## src/rtl/hazard_scoreboard_pkg.sv

```systemverilog
// hazard_scoreboard_pkg: shared forward-select and multiply-tracker types
package hazard_scoreboard_pkg;
  typedef enum logic [1:0] {FWD_RF = 2'b00, FWD_W = 2'b01, FWD_M = 2'b10, FWD_MUL = 2'b11} fwd_e;
  typedef enum logic [1:0] {IDLE, BUSY, DONE} state_e;
  localparam logic [1:0] RESULT_LOAD = 2'b01;
endpackage

```

## src/rtl/hazard_scoreboard_mul_tracker.sv

```systemverilog
// mul_tracker: tracks the single outstanding multiply and its destination register
module mul_tracker
  import hazard_scoreboard_pkg::*;
#(
  parameter int REG_AW  = 4,
  parameter int MUL_LAT = 3
) (
  input  logic                   clk,
  input  logic                   reset,
  input  logic                   mul_e,
  input  logic [REG_AW-1:0]      rd_e,
  input  logic                   regWrite_W,
  output state_e                 state,
  output logic [2**REG_AW-1:0]   pending,
  output logic [REG_AW-1:0]      mul_rd,
  output logic                   mul_wb
);
  localparam int NREGS = 2**REG_AW;
  state_e state_n;
  logic [3:0] cnt_q, cnt_n;
  // next state: the writeback waits in DONE while the W stage owns the register-file port
  always_comb begin
    state_n = state;
    cnt_n = cnt_q;
    mul_wb = 1'b0;
    case (state)
      IDLE: if (mul_e) begin
        state_n = BUSY;
        cnt_n = 4'(MUL_LAT - 1);
      end
      BUSY: if (cnt_q == 4'd0) state_n = DONE;
            else cnt_n = cnt_q - 4'd1;
      DONE: if (!regWrite_W) begin
        mul_wb = 1'b1;
        state_n = IDLE;
      end
      default: state_n = IDLE;
    endcase
  end
  // state, counter and the one-hot pending bit of the in-flight destination
  always_ff @(posedge clk or negedge reset) begin
    if (!reset) begin
      state <= IDLE;
      cnt_q <= '0;
      pending <= '0;
      mul_rd <= '0;
    end else begin
      state <= state_n;
      cnt_q <= cnt_n;
      if (state == IDLE && mul_e) begin
        mul_rd <= rd_e;
        pending <= NREGS'(1) << rd_e;
      end else if (mul_wb) pending <= '0;
    end
  end
endmodule

```

## src/rtl/hazard_scoreboard.sv

```systemverilog
// hazard_scoreboard: forwarding, load-use/scoreboard stalls and branch flushes
module hazard_scoreboard
  import hazard_scoreboard_pkg::*;
#(
  parameter int REG_AW  = 4,
  parameter int NSRC    = 2,
  parameter int MUL_LAT = 3
) (
  input  logic                         clk,
  input  logic                         reset,
  input  logic [NSRC-1:0][REG_AW-1:0]  src_d,
  input  logic [NSRC-1:0][REG_AW-1:0]  src_e,
  input  logic [NSRC-1:0]              src_d_vld,
  input  logic [NSRC-1:0]              src_e_vld,
  input  logic [REG_AW-1:0]            rd_d,
  input  logic [REG_AW-1:0]            rd_e,
  input  logic [REG_AW-1:0]            rd_m,
  input  logic [REG_AW-1:0]            rd_w,
  input  logic                         regWrite_D,
  input  logic                         regWrite_M,
  input  logic                         regWrite_W,
  input  logic [1:0]                   resultSrc_E,
  input  logic                         mul_d,
  input  logic                         mul_e,
  input  logic [1:0]                   pcSrc,
  output logic [NSRC-1:0][1:0]         forward,
  output logic                         stallF,
  output logic                         stallD,
  output logic                         flushD,
  output logic                         flushE,
  output logic                         branchTaken,
  output logic                         mul_wb,
  output logic [REG_AW-1:0]            mul_rd
);
  state_e state;
  logic [2**REG_AW-1:0] pending;
  logic ld_stall, sb_stall;
  mul_tracker #(.REG_AW(REG_AW), .MUL_LAT(MUL_LAT)) u_trk (
    .clk(clk), .reset(reset), .mul_e(mul_e), .rd_e(rd_e), .regWrite_W(regWrite_W),
    .state(state), .pending(pending), .mul_rd(mul_rd), .mul_wb(mul_wb)
  );
  // per-port forward select and stall detection; the multiplier result beats M and W
  always_comb begin
    forward = '0;
    ld_stall = 1'b0;
    sb_stall = (regWrite_D && pending[rd_d]) || (mul_d && (state != IDLE || mul_e));
    for (int i = 0; i < NSRC; i++) begin
      forward[i] = (src_e_vld[i] && mul_wb && mul_rd == src_e[i]) ? FWD_MUL :
                   (regWrite_M && rd_m == src_e[i]) ? FWD_M :
                   (regWrite_W && rd_w == src_e[i]) ? FWD_W : FWD_RF;
      ld_stall = ld_stall || (src_d_vld[i] && resultSrc_E == RESULT_LOAD && src_d[i] == rd_e);
      sb_stall = sb_stall || (src_d_vld[i] && (pending[src_d[i]] || (mul_e && src_d[i] == rd_e)));
    end
  end
  assign branchTaken = pcSrc != 2'b00;
  assign stallF = (ld_stall || sb_stall) && !branchTaken;
  assign stallD = stallF;
  assign flushD = branchTaken;
  assign flushE = ld_stall || sb_stall || branchTaken;
endmodule

```

## config.mk

```make
export PLATFORM = sky130hd
export DESIGN_NAME = hazard_scoreboard
export DESIGN_NICKNAME = d
export VERILOG_FILES = /design/src/rtl/hazard_scoreboard_pkg.sv /design/src/rtl/hazard_scoreboard_mul_tracker.sv /design/src/rtl/hazard_scoreboard.sv
export SDC_FILE = /design/constraint.sdc
export NUM_CORES = 1
export LEC_CHECK = 0
export ABC_CLOCK_PERIOD_IN_PS = 11120
export CAP_MARGIN = 30
export CORE_ASPECT_RATIO = 0.8
export CORE_UTILIZATION = 45
export CTS_CLUSTER_SIZE = 14
export DETAILED_ROUTE_END_ITERATION = 12
export GPL_ROUTABILITY_DRIVEN = 1
export PLACE_DENSITY_LB_ADDON = 0.15
export REMOVE_ABC_BUFFERS = 1
export SLEW_MARGIN = 25
export SYNTH_ARGS = -nofsm -noshare
export SYNTH_HDL_FRONTEND = slang
export SYNTH_SLANG_ARGS = --single-unit
```

## constraint.sdc

```tcl
create_clock -name clk -period 11.12 [get_ports clk]
set_input_delay 3.336 -clock clk [delete_from_list [all_inputs] [get_ports clk]]
set_output_delay 3.336 -clock clk [all_outputs]
set_load 0.05 [all_outputs]
```

# [Word-level counts from Yosys, hierarchy flattened]
# Index checks and enable logic that the tools add are counted.
[word_totals] reg_bits=26 word_cells=85 input_bits=47 output_inout_bits=14
[classes] n_mux=23 n_eq_ne=15 n_addsub=1 shifts=1 order_cmp=3 n_reduce_logical=38
[ops] cell="$eq A4 B4 Y1" n=8
[ops] cell="$mux W16" n=2
[ops] cell="$logic_and A1 B1 Y1" n=20
[ops] cell="$shl A1 B4 Y16 const A" n=1
[ops] cell="$lt A4 B5 Y1 const B" n=3
[ops] cell="$mux W2" n=7
[ops] cell="$bmux W1 S4" n=3
[ops] cell="$logic_or A1 B1 Y1" n=9
[ops] cell="$mux W4" n=2
[ops] cell="$pmux W4 S2" n=1
[ops] cell="$reduce_bool A2 Y1" n=4
[ops] cell="$mux W1" n=7
[ops] cell="$ne A2 B2 Y1 const B" n=3
[ops] cell="$pmux W2 S3" n=1
[ops] cell="$reduce_and A3 Y1" n=2
[ops] cell="$eq A2 B1 Y1 const B" n=2
[ops] cell="$logic_not A4 Y1" n=1
[ops] cell="$sub A4 B1 Y4 const B" n=1
[ops] cell="$eq A2 B2 Y1 const B" n=1
[ops] cell="$logic_not A2 Y1" n=1
[ops] cell="$ne A2 B1 Y1 const B" n=1
[ops] cell="$logic_not A1 Y1" n=1

# [Depth between registers and ports, before layout]
# Gate-level depths: netlist of the first run.
[logic_depth] depth_word=8 ltp_mapped=7 mapped_depth_nobuf=7

# [Modules after synthesis]
# A second synthesis of the first run with hierarchy kept.
[unflattened] hier_cells=198 hier_area_um2=2059.5
[by_module_without_submodules] mod="mul_tracker" n_inst=1 area_each_um2=1176.1 seq_area_each_um2=650.6 cells_each=97
[by_module_without_submodules] mod="hazard_scoreboard" n_inst=1 area_each_um2=883.3 seq_area_each_um2=0.0 cells_each=101

# [Least setup slack after synthesis of the first run]
# No wires, ideal clock.
[synth_path] path_kind="input to output" startpoint="in src_d[4] (netlist name)" endpoint="out stallF" arrival_ns=5.429 n_path_buf=2 path_stages=7 setup_slack_ns=2.355 required_ns=7.784 path_cell_list="buf_2 mux4_2 nor2_1 nor4b_1 nor4_1 a31oi_1 buf_4"
[synth_via] elab_chain_len=7 elab_cells_between_ends=11 classes_between="eq/ne (1); mux (2); reduce/logical (8)"
[synth_lines] item="from (decl)" line="hazard_scoreboard.sv:11" text="input logic [NSRC-1:0][REG_AW-1:0] src_d,"
[synth_lines] item="$bmux W1 S4 or $eq A4 B4 Y1 (tied branches)" line="hazard_scoreboard.sv:52, hazard_scoreboard.sv:51"
[synth_lines] item="$mux W1 (implied by the code) or $logic_and A1 B1 Y1 (tied branches)" line="hazard_scoreboard.sv:52" text="sb_stall = sb_stall || (src_d_vld[i] && (pending[src_d[i]] || (mul_e && src_d[i] == rd_e)));"
[synth_lines] item="$logic_or A1 B1 Y1" line="hazard_scoreboard.sv:52"
[synth_lines] item="$logic_and A1 B1 Y1" line="hazard_scoreboard.sv:52"
[synth_lines] item="$logic_or A1 B1 Y1" line="hazard_scoreboard.sv:52"
[synth_lines] item="$logic_or A1 B1 Y1 *" line="hazard_scoreboard.sv:56" text="assign stallF = (ld_stall || sb_stall) && !branchTaken;"
[synth_lines] item="$logic_and A1 B1 Y1 *" line="hazard_scoreboard.sv:56"
[synth_lines] item="to (decl)" line="hazard_scoreboard.sv:27" text="output logic stallF,"
# Mark *: on every way between the ends. The rest lies on a longest branch, timed or not. The select of a mux whose other input is x is not followed.

# [Final worst setup path of the first run]
[layout_path] startpoint="in src_d[1] (netlist name)" endpoint="out stallD"
[layout_via] elab_chain_len=8 elab_cells_between_ends=12 classes_between="eq/ne (1); mux (2); reduce/logical (9)"
[layout_lines] item="$bmux W1 S4 or $eq A4 B4 Y1 (tied branches)" line="hazard_scoreboard.sv:52, hazard_scoreboard.sv:51"
[layout_lines] item="$mux W1 (implied by the code) or $logic_and A1 B1 Y1 (tied branches)" line="hazard_scoreboard.sv:52"
[layout_lines] item="$logic_or A1 B1 Y1" line="hazard_scoreboard.sv:52"
[layout_lines] item="$logic_and A1 B1 Y1" line="hazard_scoreboard.sv:52"
[layout_lines] item="$logic_or A1 B1 Y1 (2 in a row)" line="hazard_scoreboard.sv:52"
[layout_lines] item="$logic_or A1 B1 Y1 *" line="hazard_scoreboard.sv:56"
[layout_lines] item="$logic_and A1 B1 Y1 *" line="hazard_scoreboard.sv:56"
[layout_lines] item="to (decl)" line="hazard_scoreboard.sv:28" text="output logic stallD,"
# Marked as above.

==> results of run 1 <==
metal layers:
| layer | vias to the layer above | share of wire | global-route usage |
|---|---|---|---|
| met5 | - | 0 | 0 |
| met3 | 5 | 0.078 | 0.0196 |
| met2 | 76 | 0.44 | 0.344 |
| met4 | 0 | 0.0079 | 0.0714 |
| li1 | 840 | - | - |
| met1 | 831 | 0.47 | 0.364 |
cell families after synthesis:
family          Yosys count  share of synthesized area
compound gates           32                      0.119
mux                      18                      0.159
fa+ha+maj                 2                     0.0128
xor+xnor                 34                      0.152
flops                    26                      0.332
simple gates             77                      0.192
buf+inv                  13                     0.0332
through the flow:
stage | cells | area [um^2]
2_1_floorplan | 192 | 1910
3_3_place_gp | 310 | 2590
3_5_place_dp | 310 | 2590
4_1_cts | 314 | 2660
5_1_grt | 315 | 2670
6_report | 315 | 2670
worst max-delay path, cell delays in order:
cell	delay, ns
clkdlybuf4s50_1	0.65
mux4_1	0.61
mux2_2	0.28
a22o_1	0.24
o21ai_2	0.12
a31oi_1	0.11
clkdlybuf4s50_1	0.72
power by group through the flow:
stage	clock network, mW	logic [mW]	registers (mW)
after floorplan	0	0.105	0.170
after global placement	0	0.186	0.158
after detailed placement	0	0.190	0.159
after CTS	0.0786	0.191	0.157
after global routing	0.0827	0.210	0.162
final	0.0776	0.191	0.158
registers in the layout (all words and copies together) (netlist names):
signal	cells
u_trk.pending	16
u_trk.state	2
u_trk.mul_rd	4
u_trk.cnt_q	4
worst max-delay path by stage:
stage                         from      to
after global routing      src_d[1]  stallF
after floorplan            rd_e[1]  stallD
after detailed placement  src_d[1]  stallD
after CTS                 src_d[1]  stallD
final                     src_d[1]  stallD
after global placement    src_d[1]  stallD
cell type report:
cell class	count	area (um^2)
inverter	3	11.3
tap	57	71.3
fill	337	1510
clock buffer	3	41.3
timing repair buffer	62	616
multi-input combinational	163	1240
clock inverter	1	30.0
sequential	26	651
layout by cell type, fill, tap and decap left out, drive strengths merged, types with 2 or more instances in the layout:
master         count
clkdlybuf4s50     60
nand2             30
dfrtp             26
xor2              23
xnor2             11
nor2              11
o21ai              9
mux4               9
nand2b             7
a22o               7
nor3               6
mux2               6
nand3              5
nor4               5
o22ai              4
nor2b              4
inv                3
mux2i              3
o31ai              3
a31oi              3
clkbuf             3
or3b               2
and3               2
a41o               2
a32o               2
ha                 2
buf                2
==> impl_results.md, run 1 <==
* Total Power Consumption at 427 uW
* Total global routing overflow at 0
* Final-layout setup total negative slack at 0 ns
* Total of flip-flops plus latches after synthesis at 26
* Internal power at about 260 uW
* Number of buffers inserted for hold repair after clock tree synthesis at 0
* Leading area contributor after synthesis: dfrtp_1
* Wirelength per Cell at 16.5 um
* Final Wtd Congestion at roughly 0.93
* Clock Tree Buf Depth at 2
* Share of Yosys cell area claimed by the top area cell type at 0.332
* Internal reg-to-reg setup slack at 9.41 ns
* Hold Path Origin: u_trk.cnt_q[0]$_DFFE_PN0P_
* Die Outline Area at 4630 um^2
* Die Span X at 75.8 um
* Combinational power share at 0.448
* Leakage power summed over all cells at 1.14 nW
* Power Dens Cells at 160 nW/um^2
* Count of max-cap constraint violations at 0
* Post-route DRC violation count at 0
* Maximum frequency from static timing analysis at 106 MHz
* Required @ worst endpoint at ~7.8 ns
* Headroom to the max-slew limit at 0.631
* Initial core utilization at 0.469
* Portion of the post-synthesis area used by sequential elements at 0.332
* Final Hold Vio Count at 0
* Total Nets Final at 308
* Most instantiated library cell after synthesis: nand2_1
* Final hold slack at 0.540 ns
* Share of layout cells above drive strength 1 at 0.0853
* Clock transition time at the flip-flop clock pins of the worst setup and hold paths at 0.09 ns
* Setup violations, final at 0
* Number of buffers inserted by post-CTS setup repair at 0
* Number of standard cells after synthesis at between 200 and 250
* Count of flip-flops with a built-in enable after synthesis at 0
* Largest net degree at the start of global routing at 27
* Global-route wire length before repair at about 8000 um
* Area overhead of the layout relative to synthesis at 35.9%
* Critical path peak fanout at 6
* Pre-CTS setup slack at 1.70 ns
* Number of antenna-violating nets in the routed design at 0
* Async S/R FF share, synth at 1.00
* TritonCTS clock tree: yes
* Mean post-synth cell area at 9.71 um^2
* Distinct cell type count of the synthesized netlist at 37
* Setup crit end kind: output port
* Count of buffers inserted at the top-level ports at 60
* Final Max Tran Viols at 0
* Clock root buffer master: clkbuf_8
* Clock network fraction of design power at 0.182
* Top post-synthesis cells by area: dfrtp_1, xor2_1, mux4_2
* Reg-to-reg critical path endpoint: u_trk.pending[6]$_DFFE_PN0P_
* Outcome: finished, final reports clean
* Destination of the worst hold path: u_trk.cnt_q[0]$_DFFE_PN0P_
* Pre-antenna DRT Iters at 4
* Cells on worst reg2reg path at 5
* Smallest setup slack after layout at 1.71 ns
* Sum of net half-perimeters after detailed placement at 4100 um
* Period Utilization, post-route at 0.846
* Boundary Pins at 61
* Top cell types by occurrence after synthesis: nand2_1, dfrtp_1, xor2_1
* Cell depth of the worst min-delay path at 1
* R2R Path Start: u_trk.state[0]$_DFFE_PN0P_
* Antenna violations before repair at 0
* Max rail drop VDD at 113 uV
* Startpoint type of the worst setup path: input port
* Net load switching power at 168 uW
* Clock skew after layout at 0.00325 ns
* Number of violations reported at the end of detailed-routing iteration 0 at 77
* Final critical-path required period at 9.41 ns
* CTS H-tree lvls at 1
* Total via count after detailed routing at ~1800
* Die Height at just over 60 um
* Clock buffers created by TritonCTS at 3
* Wire length reported by the detailed router at 5190 um
* Measured slew at the worst slew-check pin at between 0.5 and 0.6 ns
* Core Box Area at around 4200 um^2
* Netlist area before placement at 1960 um^2
* Gr usage total at 0.233
* Hold Crit Class: reg -> reg
* Worst-Skew Late Latency at ~0.27 ns
* Crit Path Category: in -> out
* Arrival time worst endpoint at between 6 and 7 ns
* N_diodes at 0
* Vias in the first global route at 1598
* Final core area utilization at 0.638
* Part of the total power dissipated in sequential elements at 0.370
* Quantity of gates resized following cts at 0
* Dominant register cell in the synthesized netlist: dfrtp_1
* Total number of placement rows at 21
* Vias per inst at approximately 5.6
* TritonCTS Sinks at 26
* Synth Warn # at 0
* Net switching share of the total power at 0.394
* Setup repair after global routing missed its margin: false
Power figures use the tool's default switching activity.
==> inputs of run 2 (changes only) <==
--- a/config.mk
+++ b/config.mk
@@ -5,10 +5,10 @@
 export SDC_FILE = /design/constraint.sdc
 export NUM_CORES = 1
 export LEC_CHECK = 0
-export ABC_CLOCK_PERIOD_IN_PS = 11120
+export ABC_CLOCK_PERIOD_IN_PS = 8400
 export CAP_MARGIN = 30
 export CORE_ASPECT_RATIO = 0.8
-export CORE_UTILIZATION = 45
+export CORE_UTILIZATION = 42
 export CTS_CLUSTER_SIZE = 14
 export DETAILED_ROUTE_END_ITERATION = 12
 export GPL_ROUTABILITY_DRIVEN = 1
==> constraint.sdc (replaced) <==
create_clock -name clk -period 8.4 [get_ports clk]
set_input_delay 2.52 -clock clk [delete_from_list [all_inputs] [get_ports clk]]
set_output_delay 2.52 -clock clk [all_outputs]
set_load 0.05 [all_outputs]
==> run 2 against run 1 <==
Worst hold slack lost 0.0085 ns. Combinational power grew 33%. Clock power grew 33%. Total power grew 32%. Largest cell class unchanged. Cell area grew 0.56%. Register-to-register slack lost 2.7 ns. Sequential share of layout area shrank 0.14 points. Critical path depth is the same. Core utilization shrank 2.0 points. Critical endpoint is now stallF. Wire length shrank 4.2%. Highest routed layer unchanged. Clock skew grew 0.00066 ns.
==> impl_results.md, run 2 (synthesis results as in run 1) <==
* Reg with most FFs: u_trk.pending
* Largest net degree at the start of global routing at 27 (unchanged)
* Max rail drop VDD at 187 uV (+66%)
* Most repeated library cell on the critical path: clkdlybuf4s50_1
* Share of layout cells above drive strength 1 at 0.0923 (+0.00704)
* Vias in the first global route at 1656 (+3.6%)
* Vias per inst at 5.51 (-0.97%)
* Most common cell after layout, fill and taps aside: clkdlybuf4s50_1
* Final hold slack at 0.532 ns (-0.00848 ns)
* Most used cells in the layout excluding fill and tap cells: clkdlybuf4s50_1, nand2_1, dfrtp_1, xor2_1
* Final Wtd Congestion at 0.862 (-7.2%)
* TritonCTS clock tree: yes
* Die Height at 63.1 um (+3.4%)
* Hold Crit Class: reg -> reg
* Arrival time worst endpoint at 5.22 ns (-0.85 ns)
* Core Box Area at 4340 um^2 (+3.8%)
* Total Nets Final at 310 (+0.65%)
* Power Dens Cells at 210 nW/um^2 (+31%)
* Filler-free cell count of the finished design at 317 (+0.63%)
* Total via count after detailed routing at 1746 (-0.34%)
* Measured slew at the worst slew-check pin at 0.510 ns (-0.0419 ns)
* Period Utilization, post-route at 0.921
* Setup crit end kind: output port
* Number of buffers inserted for hold repair after clock tree synthesis at 0 (unchanged)
* Initial core utilization at 0.452 (-0.0171)
* Wire length reported by the detailed router at 4970 um (-4.2%)
* Cell type of the slowest stage on the worst timing path: clkdlybuf4s50_1
* Boundary Pins at 61 (unchanged)
* Number of buffers inserted by post-CTS setup repair at 0 (unchanged)
* Quantity of gates resized following cts at 0 (unchanged)
* Clock transition time at the flip-flop clock pins of the worst setup and hold paths at 0.09 ns (about the same)
* Count of max-cap constraint violations at 0 (unchanged)
* Post-route DRC violation count at 0 (unchanged)
* Gr usage total at 0.212 (-0.0214)
* Count of buffers inserted at the top-level ports at 60 (unchanged)
* Startpoint type of the worst setup path: input port
* Antenna violations before repair at 0 (unchanged)
* Final-layout setup total negative slack at 0 ns (unchanged)
* Final critical-path required period at a little under 8 ns
* Total number of placement rows at 21 (unchanged)
* DP Cell Count at 312 (+0.65%)
* Outcome: finished, final reports clean
* Largest registers ranked by flip-flop count: u_trk.pending x16, u_trk.cnt_q x4, u_trk.mul_rd x4
* Flip-flop count of the largest register, all copies and words added at 16 (unchanged)
* Critical path cell sequence: clkdlybuf4s50_1 -> mux4_2 -> nor2_1 -> nor3_1 -> nor4_1 -> a31oi_1 -> clkdlybuf4s50_1
* Clock Tree Buf Depth at 2 (unchanged)
* Number of antenna-violating nets in the routed design at 0 (unchanged)
* Required @ worst endpoint at 5.88 ns (-1.90 ns)
* Setup violations, final at 0 (unchanged)
* Area overhead of the layout relative to synthesis at 36.7%
* Maximum frequency from static timing analysis at 129 MHz
* Pre-antenna DRT Iters at 4 (unchanged)
* Slowest stage delay, CP at 0.72 ns (about the same)
* Die Outline Area at 4950 um^2 (+6.9%)
* Setup repair after global routing missed its margin: false
* Number of violations reported at the end of detailed-routing iteration 0 at 114 (+48%)
* Final Hold Vio Count at 0 (unchanged)
* CTS H-tree lvls at 1 (unchanged)
* Critical path peak fanout at 7 (+1)
* Worst-Skew Late Latency at 0.27 ns (about the same)
* Headroom to the max-slew limit at 0.659 (+0.0280)
* Leakage power summed over all cells at 1.15 nW (+0.84%)
* Clock skew after layout at 0.00390 ns (+0.000658 ns)
* Total global routing overflow at 0 (unchanged)
* N_diodes at 0 (unchanged)
* TritonCTS Sinks at 26 (unchanged)
* Sum of net half-perimeters after detailed placement at 4030 um (-1.7%)
* Clock root buffer master: clkbuf_8
* Crit Path Category: in -> out
* Clock buffers created by TritonCTS at 3 (unchanged)
* Internal reg-to-reg setup slack at 6.69 ns (-2.72 ns)
* Wirelength per Cell at 15.7 um (-4.8%)
* Global-route wire length before repair at 8260 um (+4.6%)
* Die Span X at 78.4 um (+3.4%)
* Final Max Tran Viols at 0 (unchanged)
[run 2: cell type report]
cell class              count  area (um^2)
fillers                   373         1660
well taps                  57         71.3
multi-input cells         163         1240
flip-flops and latches     26          651
repair buffers             64          631
clock buffers               3         41.3
inverters                   3         11.3
clock inverters             1         30.0
[run 2: final timing paths]
path | start | endpoint | depth (start not counted)
setup / recovery | src_d[4] | stallF | 7
hold reg to reg | u_trk.cnt_q[0]$_DFFE_PN0P_ | u_trk.cnt_q[0]$_DFFE_PN0P_ | 1
hold / removal | u_trk.cnt_q[0]$_DFFE_PN0P_ | u_trk.cnt_q[0]$_DFFE_PN0P_ | 1
setup reg to reg | u_trk.state[0]$_DFFE_PN0P_ | u_trk.pending[5]$_DFFE_PN0P_ | 5
max in group asynchronous | reset | u_trk.pending[12]$_DFFE_PN0P_ | 2
min in group asynchronous | reset | u_trk.state[0]$_DFFE_PN0P_ | 2
[run 2: metal layers]
metal  GRT usage  vias to the layer above  routed length, um
li1            -                      855                  -
met1       0.335                      813               2570
met2       0.304                       69               2040
met3      0.0333                        9                318
met4      0.0394                        0                 44
met5           0                        -                  0
[run 2: stage by stage]
stage / util / setup WS, ns / area, um^2 / total power, mW
6_report: 0.618 / 0.660 / 2680 / 0.563
5_1_grt: 0.618 / 0.412 / 2680 / 0.598
4_1_cts: 0.616 / 0.657 / 2670 / 0.562
3_5_place_dp: 0.600 / 0.655 / 2600 / 0.460
2_1_floorplan: - / 1.05 / 1910 / 0.364
3_3_place_gp: 0.600 / 0.707 / 2600 / 0.455
[run 2: critical path, delay by kind of cell]
kind | cells | cell delay (ns)
AO/OA/AOI/OAI | 1 | 0.17
buffers and inverters | 2 | 1.39
multiplexers | 1 | 0.54
AND/OR/NAND/NOR | 3 | 0.60
[run 2: power breakdown]
part	leakage (nW)	switching, mW	internal [mW]
Sequential	0.343	0.0443	0.162
Clock	0.0357	0.0389	0.0637
Combinational	0.772	0.137	0.117
Total	1.15	0.221	0.343
